## src/rtl/pipe_adder.sv

```systemverilog
// Two-stage pipelined N-bit adder with valid/ready flow control.
// The low slice is added in stage 1, the high slice plus carry in stage 2.
module pipe_adder #(
  parameter int N     = 16,
  parameter int SPLIT = N / 2
) (
  input  logic         clk,
  input  logic         rst,
  input  logic         in_valid,
  output logic         in_ready,
  input  logic [N-1:0] a,
  input  logic [N-1:0] b,
  input  logic         cin,
  output logic         out_valid,
  input  logic         out_ready,
  output logic [N-1:0] sum,
  output logic         cout,
  output logic         ovf
);

  localparam int HW = N - SPLIT;

  typedef struct packed {
    logic [SPLIT-1:0] lo;
    logic             c_mid;
    logic [HW-1:0]    a_hi;
    logic [HW-1:0]    b_hi;
    logic             sa;
    logic             sb;
  } s1_t;

  s1_t              s1_q;
  logic             s1_valid;
  logic             s2_valid;
  logic             s2_ready;
  logic             in_xfer;
  logic             s2_load;
  logic [SPLIT:0]   lo_sum;
  logic [HW:0]      hi_sum;
  logic             ovf_d;

  assign s2_ready  = !s2_valid || out_ready;
  assign in_ready  = !s1_valid || s2_ready;
  assign in_xfer   = in_valid && in_ready;
  assign s2_load   = s1_valid && s2_ready;
  assign out_valid = s2_valid;

  assign lo_sum = {1'b0, a[SPLIT-1:0]}
                + {1'b0, b[SPLIT-1:0]}
                + {{SPLIT{1'b0}}, cin};

  assign hi_sum = {1'b0, s1_q.a_hi}
                + {1'b0, s1_q.b_hi}
                + {{HW{1'b0}}, s1_q.c_mid};

  // Overflow: equal operand signs, result sign differs.
  assign ovf_d = (s1_q.sa == s1_q.sb)
              && (hi_sum[HW-1] != s1_q.sa);

  always_ff @(posedge clk or posedge rst) begin
    if (rst) begin
      s1_valid <= 1'b0;
      s1_q     <= '0;
    end else begin
      if (in_ready) begin
        s1_valid <= in_valid;
      end
      if (in_xfer) begin
        s1_q.lo    <= lo_sum[SPLIT-1:0];
        s1_q.c_mid <= lo_sum[SPLIT];
        s1_q.a_hi  <= a[N-1:SPLIT];
        s1_q.b_hi  <= b[N-1:SPLIT];
        s1_q.sa    <= a[N-1];
        s1_q.sb    <= b[N-1];
      end
    end
  end

  always_ff @(posedge clk or posedge rst) begin
    if (rst) begin
      s2_valid <= 1'b0;
      sum      <= '0;
      cout     <= 1'b0;
      ovf      <= 1'b0;
    end else begin
      if (s2_ready) begin
        s2_valid <= s1_valid;
      end
      if (s2_load) begin
        sum  <= {hi_sum[HW-1:0], s1_q.lo};
        cout <= hi_sum[HW];
        ovf  <= ovf_d;
      end
    end
  end

endmodule

```

## config.mk

```make
export PLATFORM = sky130hd
export DESIGN_NAME = pipe_adder
export DESIGN_NICKNAME = d
export VERILOG_FILES = /design/src/rtl/pipe_adder.sv
export SDC_FILE = /design/constraint.sdc
export NUM_CORES = 1
export LEC_CHECK = 0
export CAP_MARGIN = 20
export CORE_AREA = 2 2 58 102
export CTS_CLUSTER_SIZE = 14
export DETAILED_ROUTE_END_ITERATION = 6
export DIE_AREA = 0 0 60 104
export PLACE_DENSITY = 0.78
export SYNTH_ARGS = -nofsm -noshare
export SYNTH_HDL_FRONTEND = slang
export SYNTH_SLANG_ARGS = --single-unit
```

## constraint.sdc

```tcl
create_clock -name clk -period 5.8 [get_ports clk]
set_clock_uncertainty 0.15 [all_clocks]
set_input_delay 1.16 -clock clk [delete_from_list [all_inputs] [get_ports clk]]
set_output_delay 1.16 -clock clk [all_outputs]
set_load 0.01 [all_outputs]
```

=== Word level (Yosys, flattened, before mapping) ===
Cells that the tools add are included.

* Register bits: 47

* Add/sub/neg operators: 4
* Reductions and logical operators: 7
* Equal/unequal tests: 2

{| class="wikitable"
|+ Operators by type and width
! cell !! count
|-
| adder 8 x 8 -> 9 bit || 2
|-
| adder 9 x 1 -> 9 bit || 2
|-
| logical AND 1 bit || 3
|-
| zero test 1 bit || 2
|-
| logical OR 1 bit || 2
|-
| equality test 1 bit || 1
|-
| != test 1 bit || 1
|}

=== Depth between registers and ports, before layout ===
* Depth in word-level cells: 4
* Gate-level depth with buffers: 6
* Gate-level depth less buffers: 6

=== Worst setup path before layout ===
No wires, ideal clock.

* Path kind: input to register
* From: in a[0]
* To: reg s1_q[25] in the netlist's numbering
* Library setup time: 0.120 ns
* Stages on the path: 6
* Arrival time: 2.837 ns
* Data required time: 5.530 ns
* Buffers on the path: 0
* Slack: 2.694 ns
* Cell sequence: fa_1 > fa_1 > a21oi_1 > o211ai_1 > a211o_1 > a31o_1

* Cells in the longest elaborated chain, start to end: 2

{| class="wikitable"
|+ RTL lines
! element !! RTL line !! text
|-
| start, declared || 11 || <nowiki>input logic [N-1:0] a,</nowiki>
|-
| adder 8 x 8 -> 9 bit || 49 || <nowiki>+ {1'b0, b[SPLIT-1:0]}</nowiki>
|-
| adder 9 x 1 -> 9 bit || 50 || <nowiki>+ {{SPLIT{1'b0}}, cin};</nowiki>
|-
| end, declared || 32 || <nowiki>s1_t s1_q;</nowiki>
|}

Every way passes these cells.
A chain may end at the register's enable or synchronous reset.

=== Worst setup path after layout ===
* From: in out_ready
* To: out in_ready

* Cells in the longest elaborated chain, start to end: 2

{| class="wikitable"
|+ RTL lines
! element !! RTL line !! text
|-
| start, declared || 15 || <nowiki>input logic out_ready,</nowiki>
|-
| logical OR 1 bit || 42 || <nowiki>assign s2_ready = !s2_valid || out_ready;</nowiki>
|-
| logical OR 1 bit || 43 || <nowiki>assign in_ready = !s1_valid || s2_ready;</nowiki>
|-
| end, declared || 10 || <nowiki>output logic in_ready,</nowiki>
|}

Every way passes these cells.

==> flow_metrics.py <==
metrics = {
    "power": {
        "ir_drop_mv": 0.201,
        "power.leakage_nw": 1.38,
        "fin_total_pwr_mw": 1.02,
        "p_per_area_nw_per_um2": 329,
    },
    "critical_path": {
        "worst-setup-path-type": "primary input to primary output",
        "crit_path_max_fanout": 6,
        "crit_start": "out_ready",
        "r2r-start": "s1_q[2]",
        "arrival_ps": 2350,
        "critPathLaunchType": "primary input",
        "setup.worst_path.end_class": "primary output",
        "crit_required_ps": 4490,
    },
    "yosys": {
        "synth_compound_gate_area_share_pct": 15.0,
        "synth.distinct_cells": 41,
        "synthXorXnorAreaFrac_pct": 1.85,
        "syn_area_per_cell_um2": 10.2,
        "yosysSeqAreaShare_pct": 47.5,
        "synth_mux_area_share_pct": 4.75,
        "yosys_warnings": 0,
        "netlist_area_um2": 2370,
        "ys_ff_latch": 45,
        "syn-num-nets": 288,
        "syn-instance-count": 233,
        "synthAdderAreaFrac_pct": 10.8,
        "synth_top_family_by_area": "simple AND/OR/NAND/NOR gates",
        "synth-simple-area-share_pct": 17.2,
    },
    "floorplan": {
        "core.rowCount": 36,
        "die_w_um": 60,
        "initial_utilization_pct": 43.5,
        "fp.dieH_um": 104,
        "die_area_um2": 6240,
        "ios": 57,
        "coreArea_um2": 5450,
    },
    "clock_network": {
        "clock-sinks": 45,
        "holdBufCountCts": 0,
        "cts_root_buf": "clkbuf_8",
        "cts_made_buffers": 5,
        "ctsResizeCount": 0,
        "clk-insertion-delay-late_ps": 290,
        "cts_tree": "done",
        "clock_path_buffers": 2,
        "clkTransAtPathRegs_ps": 80,
        "post-cts-setup-buffers": 0,
        "htreeDepth": 2,
    },
    "sta": {
        "rsz0062_at_grt": "no",
        "slew_headroom_pct": 38.1,
        "finalCritPeriodShare_pct": 63.1,
        "fin_tns_setup_ps": 0,
        "max_freq_mhz": 273,
        "slew_viol_final": 0,
        "fin_crit_ps": 3660,
        "worst-slew-pin-transition_ps": 926,
        "setup_viol": 0,
        "hold_violations": 0,
    },
    "cells_and_area": {
        "layout.nets": 344,
        "antennaDiodeCount": 0,
        "final_common_cell": "nand2_1",
        "most-common-layout-cells": "nand2_1 (69), clkdlybuf4s50_1 (56), dfrtp_1 (45)",
        "drive_gt1_share_pct": 7.96,
        "syn_to_final_growth_pct": 30.1,
        "fillCellCount": 478,
    },
    "drt": {
        "postRouteWirelength_mm": 5.02,
        "vias": 1897,
        "dr.first_iter.drc_count": 44,
        "antenna_left": 0,
        "wl_per_cell_um": 13.8,
        "vias_per_cell": 5.20,
        "drc_errors": 0,
        "first_pass_iters": 4,
    },
    "global_routing": {
        "overflow": 0,
        "antenna_found_initial": 0,
        "grt_max_degree": 46,
        "grtUsageTotal_pct": 17.5,
        "first_global_vias": 1921,
        "grt_pass1_wl_mm": 8.42,
    },
    "status": {
        "status": "finished, final reports clean",
    },
    "min_path": {
        "hold_start": "sum[13]",
        "min_path_type": "register to register",
    },
    "place": {
        "hpwl_mm": 3.81,
        "finalWeightedCongestion": 0.785,
        "portBuffers": 56,
    },
    "run": {
        "cap_violations": 0,
    },
}
==> Yosys cell counts (all sizes together) <==
| cell type | number | area (um2) |
|---|---|---|
| a31oi | 1 | 6.26 |
| a221o | 1 | 10.0 |
| mux2 | 10 | 113 |
| ha | 14 | 175 |
| or3 | 1 | 6.26 |
| o31ai | 4 | 30.0 |
| dfrtp | 45 | 1130 |
| nor3 | 3 | 15.0 |
| xor2 | 2 | 17.5 |
| nor2b | 2 | 12.5 |
| xnor2 | 3 | 26.3 |
| a211oi | 2 | 25.0 |
| a21boi | 1 | 7.51 |
| nand2 | 69 | 259 |
| buf | 8 | 52.6 |
| nor4 | 1 | 6.26 |
| o22ai | 2 | 12.5 |
| a211o | 2 | 17.5 |
| nand2b | 4 | 25.0 |
| a2111oi | 1 | 15.0 |
| a21oi | 8 | 40.0 |
| inv | 5 | 18.8 |
| or2 | 1 | 6.26 |
| fa | 4 | 80.1 |
| nor2 | 3 | 11.3 |
| o311ai | 2 | 17.5 |
| nand3b | 3 | 26.3 |
| o21a | 3 | 22.5 |
| a31o | 2 | 17.5 |
| o211ai | 6 | 50.1 |
| a2111o | 1 | 11.3 |
| o21bai | 1 | 7.51 |
| and2 | 5 | 31.3 |
| nand4b | 1 | 8.76 |
| o21ai | 10 | 50.0 |
| a21o | 2 | 15.0 |
==> logic make-up after synthesis <==
group / count (synthesis)
buffers and inverters: 13
muxes: 10
adders and majority gates: 18
xor gates and xnor gates: 5
DFF: 45
and+or+nand+nor: 93
AOI/OAI and AO/OA: 49
==> report_power, final <==
part           internal [mW]  total (mW)  leakage, nW  switching (mW)
combinational          0.199       0.359        0.784           0.159
clock                  0.125       0.226       0.0540           0.101
sequential             0.389       0.432        0.546          0.0430
==> metal layers <==
| metal | GRT usage, % | vias up | part of all wire [%] |
|---|---|---|---|
| li1 | - | 921 | - |
| met1 | 19.7 | 915 | 38 |
| met2 | 30.6 | 45 | 56 |
| met3 | 2.74 | 16 | 3.1 |
| met4 | 8.41 | 0 | 3.4 |
| met5 | 0 | - | 0 |
==> layout make-up <==
cell class | count | area, um2 | share of cell area [%]
Multi-Input combinational cell | 175 | 1170 | 38.1
Sequential cell | 45 | 1130 | 36.5
Timing Repair Buffer | 57 | 568 | 18.4
Tap cell | 76 | 95.1 | 3.08
Clock buffer | 5 | 68.8 | 2.23
Clock inverter | 2 | 35.0 | 1.13
Inverter | 5 | 18.8 | 0.608
==> flip-flops by register name (all words and copies together), names as in the netlist <==
register,count
ovf,1
sum,16
cout,1
s1_valid,1
out_valid,1
s1_q,25
==> critical path: stages <==
cell and delay, ps:
clkdlybuf4s50_1 470, nand3b_2 170, clkdlybuf4s50_1 550
==> worst paths after layout <==
check,end,slack [ps],cells past startpoint
max,in_ready,2140,3
min,sum[13],330,2
max reg2reg,sum[14],3290,6
min reg2reg,sum[13],330,2
max in group asynchronous,s1_q[5],3950,3
min in group asynchronous,out_valid,1150,3
==> through the flow <==
stage / worst slack, ps / cells / instance area, um2 / utilization [%] / hold slack, ps
global placement: 2120 / 358 / 2980 / 54.7 / 304
finish: 2140 / 365 / 3090 / 56.6 / 329
floorplan: 2690 / 233 / 2370 / - / 292
CTS: 2130 / 365 / 3090 / 56.6 / 333
detailed placement: 2050 / 358 / 2980 / 54.7 / 313
global route: 2100 / 365 / 3090 / 56.6 / 356
Power figures use the tool's default switching activity.
